$ cat src/rtl/johnson_pkg.sv
// -----------------------------------------------------------------------------
// johnson_pkg
//   Shared types and helpers for the Johnson (twisted-ring) step sequencer.
//   - state_e      : controller FSM states (IDLE / RUN / HOLD)
//   - DIR_FWD/REV  : encoding of the direction input
//   - johnson_next : next Johnson pattern for a given direction and width
// -----------------------------------------------------------------------------
package johnson_pkg;

    typedef enum logic [1:0] {
        ST_IDLE = 2'd0,
        ST_RUN  = 2'd1,
        ST_HOLD = 2'd2
    } state_e;

    localparam logic DIR_FWD = 1'b0;
    localparam logic DIR_REV = 1'b1;

    // Widest ring the helper below can handle; callers zero-extend into it.
    localparam int JOHNSON_MAX_W = 32;

    // Forward: shift right, inverted LSB enters at the MSB.
    // Reverse: shift left, inverted MSB enters at the LSB.
    // Written with masks rather than variable bit-selects so the same function
    // serves any ring width up to JOHNSON_MAX_W. Bits at or above 'width' come
    // back as zero.
    function automatic logic [JOHNSON_MAX_W-1:0] johnson_next(
        input logic [JOHNSON_MAX_W-1:0] pattern,
        input logic                     dir,
        input int unsigned              width
    );
        logic [JOHNSON_MAX_W-1:0] msb;
        logic [JOHNSON_MAX_W-1:0] valid;
        logic [JOHNSON_MAX_W-1:0] result;
        msb   = JOHNSON_MAX_W'(1) << (width - 1);
        valid = (msb << 1) - JOHNSON_MAX_W'(1);
        if (dir == DIR_FWD) begin
            result = (pattern & valid) >> 1;
            if (!pattern[0]) begin
                result = result | msb;
            end
        end else begin
            result    = (pattern << 1) & valid;
            result[0] = ~|(pattern & msb);
        end
        return result;
    endfunction

endpackage

$ cat src/rtl/johnson_core.sv
// -----------------------------------------------------------------------------
// johnson_core
//   Johnson counter datapath: holds the ring pattern and its phase index and
//   advances both by one position whenever step_en is high.
//   Ports:
//     clk      in   rising-edge clock
//     rst      in   synchronous, active-low reset (pattern=0, phase=0)
//     step_en  in   advance one position this cycle
//     dir      in   DIR_FWD / DIR_REV
//     pattern  out  WIDTH-bit Johnson value
//     phase    out  index 0..2*WIDTH-1 of pattern in the forward sequence
// -----------------------------------------------------------------------------
module johnson_core
    import johnson_pkg::*;
#(
    parameter int WIDTH = 4
) (
    input  logic                           clk,
    input  logic                           rst,
    input  logic                           step_en,
    input  logic                           dir,
    output logic [WIDTH-1:0]               pattern,
    output logic [$clog2(2*WIDTH)-1:0]     phase
);

    localparam int              PH_W    = $clog2(2*WIDTH);
    localparam logic [PH_W-1:0] PH_LAST = PH_W'(2*WIDTH - 1);

    logic [WIDTH-1:0]         pattern_q, pattern_d;
    logic [PH_W-1:0]          phase_q, phase_d;
    logic [JOHNSON_MAX_W-1:0] pattern_ext;

    // NOTE: every variable driven here gets a default first, so no path
    // leaves it unassigned and no latch is inferred.
    always_comb begin
        pattern_d                = pattern_q;
        phase_d                  = phase_q;
        pattern_ext              = '0;
        pattern_ext[WIDTH-1:0]   = pattern_q;
        if (step_en) begin
            pattern_d = WIDTH'(johnson_next(pattern_ext, dir, unsigned'(WIDTH)));
            if (dir == DIR_FWD) begin
                phase_d = (phase_q == PH_LAST) ? '0 : phase_q + PH_W'(1);
            end else begin
                phase_d = (phase_q == '0) ? PH_LAST : phase_q - PH_W'(1);
            end
        end
    end

    // NOTE: reset is synchronous, so only clk is in the sensitivity list; the
    // state update uses non-blocking assignments so every flop samples the
    // pre-edge values.
    always_ff @(posedge clk) begin
        if (!rst) begin
            pattern_q <= '0;
            phase_q   <= '0;
        end else begin
            pattern_q <= pattern_d;
            phase_q   <= phase_d;
        end
    end

    assign pattern = pattern_q;
    assign phase   = phase_q;

endmodule

$ cat src/rtl/johnson_step_ctrl.sv
// -----------------------------------------------------------------------------
// johnson_step_ctrl
//   Step sequencer for a WIDTH-stage Johnson counter. A start command latches
//   direction, step count and rate; the counter then advances one position
//   every div+1 cycles until the count is exhausted (done pulse), stop aborts,
//   or forever when steps=0. pause freezes the rate prescaler.
//   Ports:
//     clk, rst   clock (rising edge), synchronous active-low reset
//     start      command pulse, accepted only while idle
//     dir        0 forward / 1 reverse, sampled with start
//     steps      steps to execute, 0 = continuous
//     div        one step every div+1 cycles, sampled with start
//     pause      level, freezes sequencing while high
//     stop       abort, back to idle without done
//     pattern    Johnson counter value
//     phase      sequence index of pattern
//     busy       command in progress (RUN or HOLD)
//     done       one-cycle pulse when a finite command completes
// -----------------------------------------------------------------------------
module johnson_step_ctrl
    import johnson_pkg::*;
#(
    parameter int WIDTH = 4,
    parameter int CNT_W = 8,
    parameter int DIV_W = 8
) (
    input  logic                           clk,
    input  logic                           rst,
    input  logic                           start,
    input  logic                           dir,
    input  logic [CNT_W-1:0]               steps,
    input  logic [DIV_W-1:0]               div,
    input  logic                           pause,
    input  logic                           stop,
    output logic [WIDTH-1:0]               pattern,
    output logic [$clog2(2*WIDTH)-1:0]     phase,
    output logic                           busy,
    output logic                           done
);

    state_e             state_q, state_d;
    logic               dir_q, dir_d;
    logic [DIV_W-1:0]   div_q, div_d;
    logic [DIV_W-1:0]   prescaler_q, prescaler_d;
    logic [CNT_W-1:0]   remaining_q, remaining_d;
    logic               done_q, done_d;
    logic               tick;
    logic               step_en;

    always_comb begin
        state_d     = state_q;
        dir_d       = dir_q;
        div_d       = div_q;
        prescaler_d = prescaler_q;
        remaining_d = remaining_q;
        done_d      = 1'b0;
        tick        = 1'b0;
        step_en     = 1'b0;

        case (state_q)
            ST_IDLE: begin
                if (start) begin
                    state_d     = ST_RUN;
                    dir_d       = dir;
                    div_d       = div;
                    prescaler_d = '0;
                    remaining_d = steps;
                end
            end
            ST_RUN: begin
                if (stop) begin
                    state_d = ST_IDLE;
                end else if (pause) begin
                    state_d = ST_HOLD;
                end else begin
                    tick = 1'b1;
                end
            end
            ST_HOLD: begin
                // Leaving HOLD also counts as a normal run cycle, so each
                // cycle with pause high delays later steps by exactly one.
                if (stop) begin
                    state_d = ST_IDLE;
                end else if (!pause) begin
                    state_d = ST_RUN;
                    tick    = 1'b1;
                end
            end
            default: state_d = ST_IDLE;
        endcase

        if (tick) begin
            if (prescaler_q == div_q) begin
                step_en     = 1'b1;
                prescaler_d = '0;
                // A finite command never lets remaining reach zero while busy
                // (it ends on the 1 -> 0 step), so zero here means continuous.
                if (remaining_q != '0) begin
                    remaining_d = remaining_q - CNT_W'(1);
                    if (remaining_q == CNT_W'(1)) begin
                        state_d = ST_IDLE;
                        done_d  = 1'b1;
                    end
                end
            end else begin
                prescaler_d = prescaler_q + DIV_W'(1);
            end
        end
    end

    always_ff @(posedge clk) begin
        if (!rst) begin
            state_q     <= ST_IDLE;
            dir_q       <= DIR_FWD;
            div_q       <= '0;
            prescaler_q <= '0;
            remaining_q <= '0;
            done_q      <= 1'b0;
        end else begin
            state_q     <= state_d;
            dir_q       <= dir_d;
            div_q       <= div_d;
            prescaler_q <= prescaler_d;
            remaining_q <= remaining_d;
            done_q      <= done_d;
        end
    end

    johnson_core #(
        .WIDTH (WIDTH)
    ) u_core (
        .clk     (clk),
        .rst     (rst),
        .step_en (step_en),
        .dir     (dir_q),
        .pattern (pattern),
        .phase   (phase)
    );

    assign busy = (state_q != ST_IDLE);
    assign done = done_q;

endmodule

$ cat config.mk
export PLATFORM = sky130hd
export DESIGN_NAME = johnson_step_ctrl
export DESIGN_NICKNAME = d
export VERILOG_FILES = /design/src/rtl/johnson_pkg.sv /design/src/rtl/johnson_core.sv /design/src/rtl/johnson_step_ctrl.sv
export SDC_FILE = /design/constraint.sdc
export NUM_CORES = 1
export LEC_CHECK = 0
export ABC_AREA = 1
export ABC_CLOCK_PERIOD_IN_PS = 2300
export CORE_MARGIN = 2
export CORE_UTILIZATION = 37
export CTS_BUF_LIST = sky130_fd_sc_hd__clkbuf_16
export CTS_CLUSTER_DIAMETER = 80
export DETAILED_ROUTE_END_ITERATION = 16
export DONT_BUFFER_PORTS = 1
export PLACE_DENSITY_LB_ADDON = 0.2
export SLEW_MARGIN = 20
export SYNTH_ARGS = -nofsm -noshare
export SYNTH_HDL_FRONTEND = slang
export SYNTH_SLANG_ARGS = --single-unit
$ cat constraint.sdc
create_clock -name clk -period 2.3 [get_ports clk]
set_input_delay 0.575 -clock clk [delete_from_list [all_inputs] [get_ports clk]]
set_output_delay 0.575 -clock clk [all_outputs]
set_load 0.02 [all_outputs]
# Word level (Yosys, flattened, before mapping)
# Cells that the tools add are included.
[word_totals]
ff_bits = 35
inputBits = 22
output_inout_bits = 9
word_cells = 58
[classes]
add_sub_neg = 4
n_eq_ne = 5
muxes = 30
n_reduce_logical = 11
[ops]
columns = ["operator", "count"]
rows = [
  ["8-bit two-way mux", 9],
  ["2-bit two-way mux", 9],
  ["3-bit two-way mux", 3],
  ["8-bit by 1-bit adder with 8-bit output (second input constant)", 1],
  ["8-bit by 1-bit equality test with 1-bit output (second input constant)", 1],
  ["8-bit equality test", 1],
  ["4-bit two-way mux", 2],
  ["8-bit nonzero test", 1],
  ["8-bit by 1-bit subtractor with 8-bit output (second input constant)", 1],
  ["1-bit two-way mux", 6],
  ["2-bit case mux with 3 select lines", 1],
  ["2-bit nonzero test", 3],
  ["2-bit AND reduction", 2],
  ["4-bit AND reduction", 1],
  ["3-bit by 1-bit adder with 3-bit output (second input constant)", 1],
  ["3-bit equality test (second input constant)", 1],
  ["3-bit logical NOT", 1],
  ["3-bit by 1-bit subtractor with 3-bit output (second input constant)", 1],
  ["2-bit by 1-bit equality test with 1-bit output (second input constant)", 1],
  ["2-bit equality test (second input constant)", 1],
  ["2-bit logical NOT", 1],
  ["2-bit OR reduction", 1],
  ["1-bit logical NOT", 1],
]

# Depth between registers and ports, before layout
# Gate-level depths: netlist (run 1).
[depth]
depth_word = 7
depth_mapped = 11
ltp_nobuf = 10

# Hierarchy
# Synthesis (run 1) repeated with hierarchy kept, for this count alone.
[unflattened]
hier_cells = 342
hier_area_um2 = 2153.3
[modules_own_cells]
columns = ["module", "instances", "cells_each", "area_each_um2", "seq_area_each_um2"]
rows = [
  ["johnson_step_ctrl", 1, 272, 1694.1, 560.5],
  ["johnson_core", 1, 70, 459.2, 140.1],
]

# Worst setup path after synthesis (run 1)
# OpenSTA, ideal clock, no wires.
[synth_path]
path_kind = "reg2reg"
startpoint = "reg state_q[1]"
endpoint = "reg remaining_q[0]"
setup_time_ns = 0.113
t_arrival_ns = 1.452
required_ns = 2.187
setup_slack_ns = 0.736
stages_incl_launch_ff = 9
path_buffers = 1
synth_period_minus_slack_ns = 1.564
cell_sequence = "dfxtp_1 inv_1 ha_1 inv_1 nor3_4 nand4_2 buf_6 nor2_1 nor2_1"
[synth_via]
elab_chain_len = 5
elab_cells_between_ends = 9
cone_classes = "eq/ne: 2; mux: 5; reduce/logical: 2"
[synth_rtl]
columns = ["item", "line_no", "text"]
rows = [
  ["start, declared", "johnson_step_ctrl.sv:41", "state_e state_q, state_d;"],
  ["start signal, assigned", "johnson_step_ctrl.sv:120", "state_q <= state_d;"],
  ["2-bit logical NOT", "johnson_step_ctrl.sv:60", "case (state_q)"],
  ["8-bit two-way mux", "johnson_step_ctrl.sv:60", ""],
  ["8-bit two-way mux", "johnson_step_ctrl.sv:98", "if (remaining_q != '0) begin"],
  ["8-bit two-way mux", "johnson_step_ctrl.sv:93", "if (prescaler_q == div_q) begin"],
  ["8-bit two-way mux (*)", "johnson_step_ctrl.sv:92", "if (tick) begin"],
  ["end signal, assigned", "johnson_step_ctrl.sv:124", "remaining_q <= remaining_d;"],
  ["end, declared", "johnson_step_ctrl.sv:45", "logic [CNT_W-1:0] remaining_q, remaining_d;"],
]
# Mark *: on every way between the ends. The rest lies on a longest branch, timed or not.
# A chain may end at the register's enable or synchronous reset.

# Final worst setup path (run 1)
[layout_path]
startpoint = "reg state_q[1]"
endpoint = "reg prescaler_q[2]"
[layout_via]
elab_chain_len = 5
elab_cells_between_ends = 9
cone_classes = "eq/ne: 2; mux: 2; reduce/logical: 5"
[layout_rtl]
columns = ["item", "line_no", "text"]
rows = [
  ["2-bit equality test / 2-bit by 1-bit equality test with 1-bit output (equally long branches)", "johnson_step_ctrl.sv:60", ""],
  ["2-bit OR reduction (no source line)", "--", ""],
  ["1-bit two-way mux", "--", ""],
  ["2-bit nonzero test (no source line)", "--", ""],
  ["2-bit AND reduction (no source line)", "--", ""],
  ["end signal, assigned", "johnson_step_ctrl.sv:123", "prescaler_q <= prescaler_d;"],
  ["end, declared", "johnson_step_ctrl.sv:44", "logic [DIV_W-1:0] prescaler_q, prescaler_d;"],
]
# Parallel ways exist; a longest one is shown, timed or not.

==> reports/qor.yml, run 1 <==
syn_nets: 370
synth_compound_area_share_pct: 12.8
hold_path_class: "input pin to flop"
fp-row-count: 27
htreeDepth: 2
grt_pass1_wl_mm: 7.71
hold_end: "remaining_q[3]$_SDFF_PN0_"
power.total_mw: 1.81
insertedDiodeCount: 0
synthesis.area_um2: 2170
finalSetupViolations: 0
drt-pass1-iter-count: 4
tritoncts: "built"
synth_area_leaders: "dfxtp_1, nand2_1, inv_1, ha_1, a21oi_1"
wl_per_cell_um: 11.2
synth_common_cells: "nand2_1, inv_1, dfxtp_1, nor2_1, a21oi_1"
area_delta_synth_final_pct: 10.8
cp.required_ns: 2.47
final_nets: 369
synth_fa_ha_area_share_pct: 6.91
ant_nets: 0
powerDensity_nw_per_um2: 754
vias: 1943
cts_resized: 0
synth_top_family_by_area: "simple AND/OR/NAND/NOR gates"
viasPerCell: 4.76
synth_top_area_share_pct: 32.3
cts-root-buf: "clkbuf_16"
syn_inst: 336
path_max_fanout: 11
synthArstFlopShare_pct: 0
power_leakage_nw: 1.08
syn-mean-instance-area_um2: 6.46
drc: 0
maxSlewHeadroom_pct: 62.8
cp_slowest_stage_delay_ns: 0.49
drt_iter0_drc: 74
fin_tns_setup_ns: 0
peakVddDrop_uv: 377
fin_crit_ns: 1.85
gr-total-overflow: 0
synth_edf_count: 0
fill_cells: 612
worst_pin_slew_ns: 0.555
clk_pin_slew_worst_paths_ns: 0.06
core_um2: 5570
cp.arrival_ns: 2.02
ys_ff_latch: 35
grt_antenna_before_repair: 0
rr_worst_depth: 10
ios: 31
yosys_warnings: 0
critPathKind: "flop to flop"
period_share_pct: 80.4
place_hpwl_mm: 3.34
clock_path_buffers: 2
ys_seq_area_share_pct: 32.3
port_buffers: 0
cpMaxStageDelayCell: "nor2_1"
regToRegEndpoint: "prescaler_q[2]$_SDFFE_PN0P_"
grt_pass1_vias: 1766
synthDistinctLibCells: 27
grt_max_degree: 24
start_kind: "flop"
drt_wl_total_mm: 4.58
die_width_um: 80.6
clk_latency_ns: 0.28
cp_common_cell: "nand2_1"
rsz0062_at_grt: "no"
grt_usage_pct: 15.2
achievable-frequency_mhz: 541
drive_gt1_share_pct: 5.95
r2r_start: "state_q[1]$_SDFF_PN0_"
hold_slack_ns: 0.419
cap_violations: 0
cts_setup_buffers: 0
numCtsBuffers: 5
multi_input_area_um2: 1220
gp_congestion: 0.782
synthFlopType: "dfxtp_1"
die_area_um2: 6500
seqCellArea_um2: 701
synth.largest_area_cell: "dfxtp_1"
synthXorXnorAreaFrac_pct: 3.97
synth_mux_area_share_pct: 0.922
yosysMostFrequentCell: "nand2_1"
initial_core_util_pct: 39.0
die-height_um: 80.6
fin_skew_ns: 0.00497
clock_sinks: 35
rrSetupSlack_ns: 0.45
hold_viol_final: 0
path_cells: "inv_1 > ha_1 > nand2_1 > inv_1 > nor2_1 > inv_1 > nand2_1 > nand2_1 > nand2_1 > a21oi_1"
endpoint_kind: "flop"
slew_violations: 0
hold_start: "rst"
whs_path_depth: 2
status: "finished, final reports clean"
hold_buffers: 0
synth-simple-area-share_pct: 31.6
worst max-delay path, delay by kind of cell (launching register included):
family,cells,cell delay [ns]
flip-flops,1,0.38
buffers and inverters,3,0.38
adder cells (fa/ha/maj),1,0.20
AND/OR/NAND/NOR,5,0.74
AO/OA/AOI/OAI,1,0.03
layout by cell type (no fill, tap or decap), types with 5 or more instances in the layout:
master     synthesis  final
nand2_1          107    107
inv_1             49     49
nor2_1            35     35
dfxtp_1           35     35
a21oi_1           28     28
o21ai_0           24     24
ha_1              12     12
xor2_1             7      7
nand4_1            7      7
clkbuf_16          0      5
report_power, final:
part	total, mW	switching (mW)	internal, mW
sequential	0.665	0.0267	0.638
combinational	0.267	0.174	0.0929
clock	0.882	0.261	0.621
total	1.81	0.462	1.35
cell type report:
class / instances / share of cell area, %
multi-input combinational: 240 / 50.7
timing repair buffer: 1 / 0.312
clock buffer: 5 / 5.20
inverter: 52 / 8.11
sequential: 35 / 29.1
tap: 72 / 3.74
clock inverter: 3 / 2.81
logic make-up (layout without fill, tap and decap cells):
| kind of cell | after synthesis | in the layout |
|---|---|---|
| adder cells (fa/ha/maj) | 12 | 12 |
| buffers and inverters | 61 | 61 |
| flip-flops | 35 | 35 |
| AND/OR/NAND/NOR | 163 | 163 |
| XOR/XNOR | 9 | 9 |
| AO/OA/AOI/OAI | 54 | 54 |
| multiplexers | 2 | 2 |
per-stage QoR:
step	setup WS, ns	util [%]	cell area, um^2	std cells
after floorplan	0.736	-	2170	336
after global placement	0.491	39.7	2210	400
after detailed placement	0.447	39.7	2210	400
after CTS	0.431	43.2	2410	408
after global routing	0.242	43.2	2410	408
final	0.451	43.2	2410	408
sequential cells by signal, indices dropped and copies added, names as in the netlist:
register        flops
u_core.pattern      4
prescaler_q         8
u_core.phase        3
state_q             2
div_q               8
remaining_q         8
done                1
dir_q               1
worst max path at each step:
stage	end	from
floorplan	remaining_q[0]$_SDFF_PN0_	state_q[1]$_SDFF_PN0_
global placement	remaining_q[7]$_SDFF_PN0_	state_q[1]$_SDFF_PN0_
detailed placement	remaining_q[7]$_SDFF_PN0_	state_q[1]$_SDFF_PN0_
CTS	remaining_q[7]$_SDFF_PN0_	state_q[1]$_SDFF_PN0_
global route	remaining_q[3]$_SDFF_PN0_	state_q[0]$_SDFF_PN0_
finish	prescaler_q[2]$_SDFFE_PN0P_	state_q[1]$_SDFF_PN0_
layer usage:
layer | vias up | part of all wire (%) | wire length, um | GRT usage [%]
met2 | 40 | 45 | 2070 | 25.1
met5 | - | 0 | 0 | 0
li1 | 1040 | - | - | -
met1 | 859 | 49 | 2230 | 19.3
met4 | 0 | 0.74 | 34 | 4.07
met3 | 4 | 5.5 | 253 | 4.38
Note: power is estimated with default switching activity, not from simulation.
==> run 2, diff against run 1 <==
--- a/config.mk
+++ b/config.mk
@@ -6,7 +6,7 @@
 export NUM_CORES = 1
 export LEC_CHECK = 0
 export ABC_AREA = 1
-export ABC_CLOCK_PERIOD_IN_PS = 2300
+export ABC_CLOCK_PERIOD_IN_PS = 1900
 export CORE_MARGIN = 2
 export CORE_UTILIZATION = 37
 export CTS_BUF_LIST = sky130_fd_sc_hd__clkbuf_16
==> constraint.sdc (replaced) <==
create_clock -name clk -period 1.9 [get_ports clk]
set_input_delay 0.475 -clock clk [delete_from_list [all_inputs] [get_ports clk]]
set_output_delay 0.475 -clock clk [all_outputs]
set_load 0.02 [all_outputs]
==> run 2 against run 1 <==
Compared with the run above:
- sequential share of layout area up 0.26 points
- wire length shrank 1.8%
- die area unchanged
- critical path depth shrank 1
- first-iteration DRC count decreased by 11%
- sequential power rose by 21%
- global-route usage is 0.051 points higher
- cell area shrank 0.88%
- via count is 0.87% lower
- setup slack worse by 0.30 ns
- final cell count increased by 0.49%
- maximum frequency grew 5.7%
- critical endpoint is now prescaler_q[6]$_SDFFE_PN0P_
==> reports/qor.yml, run 2 (synthesized netlist as in run 1, its figures left out) <==
worst_pin_slew_ns: 0.411  # -0.145 ns
endpoint_kind: "flop"
p_sw_uw: 553  # +20%
top_regs: "div_q: 8 flops, prescaler_q: 8 flops, remaining_q: 8 flops"
clock_sinks: 35  # unchanged
critPathKind: "flop to flop"
path_cells: "inv_1 > ha_1 > inv_1 > nor3_4 > buf_4 > inv_1 > nor2_4 > nand2_1 > a21oi_1"
clk_latency_ns: 0.28  # about the same
gp_congestion: 0.790  # +1.1%
port_buffers: 0  # unchanged
fill_cells: 598  # -2.3%
die_width_um: 80.6  # unchanged
cp_slowest_stage_delay_ns: 0.39  # -0.10 ns
die_area_um2: 6500  # unchanged
rrSetupSlack_ns: 0.15  # -0.30 ns
finalSetupViolations: 0  # unchanged
insertedDiodeCount: 0  # unchanged
p_int_mw: 1.37  # +1.5%
hold_path_class: "input pin to flop"
maxSlewHeadroom_pct: 72.6  # +9.7 points
grt_max_degree: 24  # unchanged
cap_violations: 0  # unchanged
htreeDepth: 2  # unchanged
drt_wl_total_mm: 4.50  # -1.8%
clk_pin_slew_worst_paths_ns: 0.06  # about the same
ios: 31  # unchanged
initial_core_util_pct: 39.0  # unchanged
seqCellArea_um2: 701  # unchanged
hold_slack_ns: 0.318  # -0.101 ns
die-height_um: 80.6  # unchanged
period_share_pct: 92.1  # +12 points
core_um2: 5570  # unchanged
crit_start: "state_q[1]$_SDFF_PN0_"
gr-total-overflow: 0  # unchanged
drt-pass1-iter-count: 4  # unchanged
final_common_cell: "nand2_1"
ant_nets: 0  # unchanged
drc: 0  # unchanged
clock_path_buffers: 2  # unchanged
cp.required_ns: 2.10  # -0.37 ns
vias: 1926  # -0.87%
numCtsBuffers: 5  # unchanged
p_seq_share_pct: 41.8  # +5.1 points
viasPerCell: 4.70  # -1.4%
status: "finished, final reports clean"
clkPwrFrac_pct: 40.8  # -7.8 points
fp-row-count: 27  # unchanged
grt_antenna_before_repair: 0  # unchanged
grt_pass1_vias: 1725  # -2.3%
grt_pass1_wl_mm: 7.71  # unchanged
tritoncts: "built"
slew_violations: 0  # unchanged
swShare_pct: 28.7  # +3.3 points
endpoint: "prescaler_q[6]$_SDFFE_PN0P_"
powerDensity_nw_per_um2: 807  # +7.1%
final_nets: 371  # +0.54%
regToRegEndpoint: "prescaler_q[6]$_SDFFE_PN0P_"
hold_viol_final: 0  # unchanged
rsz0062_at_grt: "no"
cp_common_cell: "inv_1"
fin_tns_setup_ns: 0  # unchanged
start_kind: "flop"
area_delta_synth_final_pct: 9.79
fin_skew_ns: 0.00582  # +0.000850 ns
multi_input_area_um2: 1230  # +0.92%
r2r_start: "state_q[1]$_SDFF_PN0_"
grt_usage_pct: 15.3  # +0.051 points
fin_area_um2: 2380  # -0.88%
rr_worst_depth: 9  # -1
cpMaxStageDelayCell: "dfxtp_1"
cts-root-buf: "clkbuf_16"
achievable-frequency_mhz: 572  # +5.7%
cp.arrival_ns: 1.95  # -0.07 ns
wl_per_cell_um: 11.0  # -2.2%
comb_power_share_pct: 17.3  # +2.6 points
fin_crit_ns: 1.75  # -0.0990 ns
drive_gt1_share_pct: 6.80  # +0.85 points
place_hpwl_mm: 3.34  # +0.20%
path_max_fanout: 8  # -3
drt_iter0_drc: 66  # -11%
layout_common_cells: "nand2_1, inv_1, dfxtp_1"
peakVddDrop_uv: 403  # +6.7%
power_leakage_nw: 1.07  # -1.1%
dpl_cell_area_um2: 2220  # +0.34%
[run 2: power groups by stage]
stage	Combinational [mW]	Clock, mW	Sequential [mW]
6_report	0.334	0.786	0.806
4_1_cts	0.329	0.816	0.805
2_1_floorplan	0.280	0	0.811
5_1_grt	0.392	0.844	0.812
3_3_place_gp	0.324	0	0.821
3_5_place_dp	0.327	0	0.821
[run 2: timing repair]
action | 4_1_cts | 5_1_grt
gates resized for setup | 0 | 2
endpoints found under the setup margin | 0 | 13
buffers inserted | 0 | 1
hold buffers | 0 | 0
[run 2: metal layers]
layer  part of all wire, %  vias up  global-route usage (%)
met4                   1.3        0                    5.59
met5                     0        -                       0
li1                      -     1046                       -
met2                    46       30                    24.9
met1                    49      844                    19.6
met3                   4.0        6                    3.37
[run 2: final cells by class]
cell class	instances	area share (%)
Clock buffer	5	5.25
Clock inverter	3	0.839
Inverter	52	8.18
Multi-Input combinational cell	240	51.6
Sequential cell	35	29.4
Tap cell	72	3.78
Timing Repair Buffer	3	0.944
[run 2: worst min-delay path by stage]
| stage | from | end | slack, ns | depth (start not counted) |
|---|---|---|---|---|
| after floorplan | div_q[0]$_SDFFE_PN0P_ | div_q[0]$_SDFFE_PN0P_ | 0.44 | 2 |
| after global placement | div_q[4]$_SDFFE_PN0P_ | div_q[4]$_SDFFE_PN0P_ | 0.46 | 2 |
| after detailed placement | div_q[4]$_SDFFE_PN0P_ | div_q[4]$_SDFFE_PN0P_ | 0.46 | 2 |
| after CTS | rst | remaining_q[0]$_SDFF_PN0_ | 0.31 | 2 |
| after global routing | rst | remaining_q[0]$_SDFF_PN0_ | 0.31 | 2 |
| final | rst | remaining_q[7]$_SDFF_PN0_ | 0.32 | 2 |
[run 2: stage by stage]
step	power, mW	setup WS [ns]	utilization [%]	std cells
6_report	1.93	0.150	42.8	410
5_1_grt	2.05	0.0102	42.8	410
4_1_cts	1.95	0.0320	42.4	409
3_5_place_dp	1.15	0.0361	39.8	401
3_3_place_gp	1.14	0.117	39.8	401
2_1_floorplan	1.09	0.336	-	336
[run 2: critical path, delay by kind of cell, from the launching register on]
| family | cells | cell delay [ns] |
|---|---|---|
| AND/OR/NAND/NOR | 3 | 0.44 |
| flip-flops | 1 | 0.39 |
| buffers and inverters | 4 | 0.46 |
| AO/OA/AOI/OAI | 1 | 0.12 |
| adder cells (fa/ha/maj) | 1 | 0.28 |
==> RTL edit 1 (config.mk and constraints of run 2) <==
Set the parameter `CNT_W` to 12 (it was 8).
--- a/src/rtl/johnson_step_ctrl.sv
+++ b/src/rtl/johnson_step_ctrl.sv
@@ -21,7 +21,7 @@
     import johnson_pkg::*;
 #(
     parameter int WIDTH = 4,
-    parameter int CNT_W = 8,
+    parameter int CNT_W = 12,
     parameter int DIV_W = 8
 ) (
     input  logic                           clk,
Ports: changed (resized steps); port bits go from 31 to 35. No check against the original RTL was run, so the function may have changed too.
==> RTL edit 1 against run 2 <==
  * Sequential cell count is 4 higher
  * Final area grew 10%
  * First-iteration DRC count is 3.0% lower
  * Wire length up 14%
  * Synthesized area grew 11%
  * Worst setup slack better by 95 ps
  * Total power grew 9.3%
  * Global-route usage down 0.22 points
  * Highest routed layer unchanged
==> RTL edit 1: results (changes against run 2) <==
top cells by instance count after synthesis=122 x nand2_1, 62 x inv_1, 62 x nor2_1, 39 x dfxtp_1, 33 x o21ai_0; Clock Tree Buf Depth=2 (unchanged); vias in the first global route=2013 (+17%); wire length per cell=10.8 um (-1.6%); Worst Path Max Fanout=6 (-2); CP arrival=1180 ps (-770 ps); placed insts=469 (+17%); Final Wtd Congestion=0.789 (-0.15%); slowest cell delay on critical path=410 ps (+20 ps); nets=437 (+18%); Worst VDD drop=0.000373 V (-7.3%); Iter 0 DRT Violations=64 (-3.0%); Pleak=1.30 nW (+21%); relative slew slack=0.700 (-0.0263); syn nets=433 (+17%); TritonCTS Buffers=5 (unchanged); DP HPWL=3.80 mm (+14%); reg2reg setup slack=280 ps (+130 ps); CP top delay family=flip-flops; Avg Inst Size Synth=6.09 um^2 (-5.7%); global-route wire length before repair=8.82 mm (+14%); largest net degree at the start of global routing=34 (+42%); status=finished clean; clk_skew=3.75 ps (-2.08 ps); worst r2r dst=remaining_q[11]; synth top area cells=dfxtp_1 32%, nand2_1 19%, inv_1 9.7%; share of layout cells above drive strength 1=0.0401 (-0.0279); DR vias=2181 (+13%); biggest regs=remaining_q: 12 flops, div_q: 8 flops, prescaler_q: 8 flops; Tot GR Track Use=0.150 (-0.00217); sequential-to-total area share from yosys stat=0.324 (+0.00174); vias per cell=4.58 (-2.5%); clock slew seen by the registers of the worst setup and hold paths=60 ps (about the same); Min-Delay Endpoint=remaining_q[10]; synth unique cells=20 (-26%); Hold Path Depth=2 (unchanged)
-- RTL edit 1: how the worst max path moves through the flow --
stage,startpoint,end,cells past startpoint
2_1_floorplan,state_q[0],remaining_q[3],11
3_3_place_gp,state_q[1],remaining_q[1],9
3_5_place_dp,state_q[1],remaining_q[10],9
4_1_cts,state_q[1],busy,3
5_1_grt,state_q[1],remaining_q[5],10
6_report,state_q[1],busy,3
-- RTL edit 1: area by class of cell --
type                       instances  area, um^2
fill                             710        3680
timing repair buffer               7        52.6
multi-input combinational        283        1340
clock inverter                     2        8.76
tap                               77        96.3
inverter                          63         236
clock buffer                       5         125
sequential                        39         781
-- RTL edit 1: report_power, final --
part / internal (W) / switching, W
logic: 0.000150 / 0.000263
clock network: 0.000472 / 0.000312
registers: 0.000869 / 0.0000385
-- RTL edit 1: metal layers --
layer	global-route usage	vias to the layer above	wire length, um
met5	0	-	0
met4	0.0476	0	36
met3	0.0413	2	186
met2	0.249	19	2440
met1	0.190	947	2480
li1	-	1213	-
-- RTL edit 1: kinds of logic after synthesis --
kind of cell | Yosys count | share of synthesized area
compound gates | 59 | 0.125
xor+xnor | 11 | 0.0400
fa+ha+maj | 12 | 0.0624
buf+inv | 73 | 0.121
flops | 39 | 0.324
simple gates | 201 | 0.327
-- RTL edit 1: stage by stage --
| step | util | power, W | instance area [um^2] | hold WS (ps) | setup WS (ps) |
|---|---|---|---|---|---|
| 3_3_place_gp | 0.396 | 0.00134 | 2500 | 455 | 312 |
| 3_5_place_dp | 0.396 | 0.00134 | 2500 | 462 | 287 |
| 5_1_grt | 0.417 | 0.00225 | 2640 | 315 | 67.8 |
| 6_report | 0.417 | 0.00210 | 2640 | 323 | 245 |
| 2_1_floorplan | - | 0.00126 | 2410 | 443 | 460 |
| 4_1_cts | 0.417 | 0.00213 | 2640 | 314 | 237 |
==> RTL edit 2 (settings of run 2) <==
Made on the original files. The 3 states of `state_e` get a one-hot encoding in 3 bits.
--- a/src/rtl/johnson_pkg.sv
+++ b/src/rtl/johnson_pkg.sv
@@ -7,10 +7,10 @@
 // -----------------------------------------------------------------------------
 package johnson_pkg;
 
-    typedef enum logic [1:0] {
-        ST_IDLE = 2'd0,
-        ST_RUN  = 2'd1,
-        ST_HOLD = 2'd2
+    typedef enum logic [2:0] {
+        ST_IDLE = 3'b001,
+        ST_RUN  = 3'b010,
+        ST_HOLD = 3'b100
     } state_e;
 
     localparam logic DIR_FWD = 1'b0;
Check against the original RTL: no difference found for any inputs over 4 cycles, from zero or initial values and one cycle with rst low; so few cycles prove little.
==> RTL edit 2 against run 2 <==
  * Count of clock-buffer cells in the layout stayed put
  * Critical path depth is 2 higher
  * Wire length is 5.6% lower
  * Combinational power is 22% lower
  * Final area is 4.8% lower
  * Synthesized cell count is 3.6% lower
  * Sequential cell count is 1 higher
  * Hold slack worse by 31 ps
  * Total power is 5.2% lower
  * Largest power group unchanged
  * Synthesized area is 5.1% lower
  * Non-clock buffer count stayed put
  * Worst setup slack better by 200 ps
==> RTL edit 2: results (changes against run 2) <==
final wirelength=4.25 mm (-5.6%); Post-CTS Setup Inserts=0 (unchanged); Worst VDD drop=0.000427 V (+5.9%); Min-Delay Endpoint=state_q[2]; CP arrival=1710 ps (-240 ps); CP max stage cell=dfxtp_1; cts repair resizes=0 (unchanged); worst r2r dst=u_core.phase[1]; DR vias=1809 (-6.1%); Hold Path Depth=1 (-1); global-route wire length before repair=7.58 mm (-1.7%); Worst R2R Path Depth=11 (+2); clock slew seen by the registers of the worst setup and hold paths=approximately 50 ps; met1 wire length=2.04 mm (-7.0%); root cell of the clock tree=clkbuf_16; fill count=572 (-4.3%); clk_skew=2.74 ps (-3.08 ps); Tot GR Track Use=0.154 (+0.00123); syn nets=354 (-4.3%); Final Wtd Congestion=0.831 (+5.2%); met3 WL=165 um (-7.3%); status=finished clean; reg2reg setup slack=360 ps (+200 ps); nets=356 (-4.0%); Critical R2R Launch=prescaler_q[0]; Iter 0 DRT Violations=43 (-35%); Skew-Pair Late Insertion Delay=about 270 ps; H-Tree Level Count=2 (unchanged); relative slew slack=0.752 (+0.0258); synth top area cells=dfxtp_1 35%, nand2_1 18%, inv_1 7.3%; largest net degree at the start of global routing=32 (+33%); DP HPWL=3.06 mm (-8.4%); share of layout cells above drive strength 1=0.0795 (+0.0115); sequential-to-total area share from yosys stat=0.350 (+0.0271); vias in the first global route=1696 (-1.7%); DR top layer=met4; Worst Hold Launch=stop; Pleak=1.02 nW (-4.4%); dpl ws=334 ps (+298 ps); met2 WL post-DR=1.98 mm (-4.3%); top cells by instance count after synthesis=97 x nand2_1, 40 x inv_1, 39 x nor2_1, 36 x dfxtp_1, 27 x o21ai_0
## RTL edit 2: critical path: cells and delay by family, from the launching register on
family                 cells  cell delay (ps)
AND/OR/NAND/NOR            9              840
flip-flops                 1              400
buffers and inverters      2              190
## RTL edit 2: kinds of logic after synthesis
| kind of cell | synth area share |
|---|---|
| buffers and inverters | 0.114 |
| AOI/OAI and AO/OA | 0.121 |
| xor gates and xnor gates | 0.0255 |
| and+or+nand+nor | 0.342 |
| adders and majority gates | 0.0486 |
| DFF | 0.350 |
## RTL edit 2: metrics by stage
| step | utilization | instance area [um^2] | power (W) | hold WS [ps] | std cells |
|---|---|---|---|---|---|
| after floorplan | - | 2060 | 0.00105 | 444 | 324 |
| after global placement | 0.392 | 2130 | 0.00109 | 457 | 391 |
| after detailed placement | 0.392 | 2130 | 0.00109 | 460 | 391 |
| after CTS | 0.418 | 2270 | 0.00186 | 282 | 399 |
| after global routing | 0.418 | 2270 | 0.00194 | 281 | 399 |
| final | 0.418 | 2270 | 0.00183 | 287 | 399 |
## RTL edit 2: worst max path at each step
stage | startpoint | depth (start not counted) | to | slack, ps
final | prescaler_q[0] | 11 | u_core.phase[1] | 360
after global placement | prescaler_q[0] | 11 | u_core.phase[1] | 390
after global routing | prescaler_q[1] | 11 | u_core.phase[1] | 110
after floorplan | start | 8 | remaining_q[6] | 540
after CTS | prescaler_q[0] | 11 | u_core.phase[1] | 310
after detailed placement | prescaler_q[0] | 11 | u_core.phase[1] | 330
## RTL edit 2: metal layers
layer	up-vias	global-route usage
met2	26	0.250
met4	0	0.0579
met1	775	0.196
li1	1001	-
met3	7	0.0379
met5	-	0
## RTL edit 2: power by group
group / internal, W / leakage, nW / switching (W)
clock: 0.000471 / 0.0738 / 0.000283
sequential: 0.000789 / 0.294 / 0.0000232
combinational: 0.0000935 / 0.655 / 0.000166
## RTL edit 2: final cells by class
type / instances / area, um^2 / share of cell area
multi-input cells: 228 / 1110 / 0.487
clock inverters: 3 / 11.3 / 0.00496
well taps: 72 / 90.1 / 0.0397
inverters: 52 / 195 / 0.0860
flip-flops and latches: 36 / 721 / 0.317
repair buffers: 3 / 22.5 / 0.00992
clock buffers: 5 / 125 / 0.0551
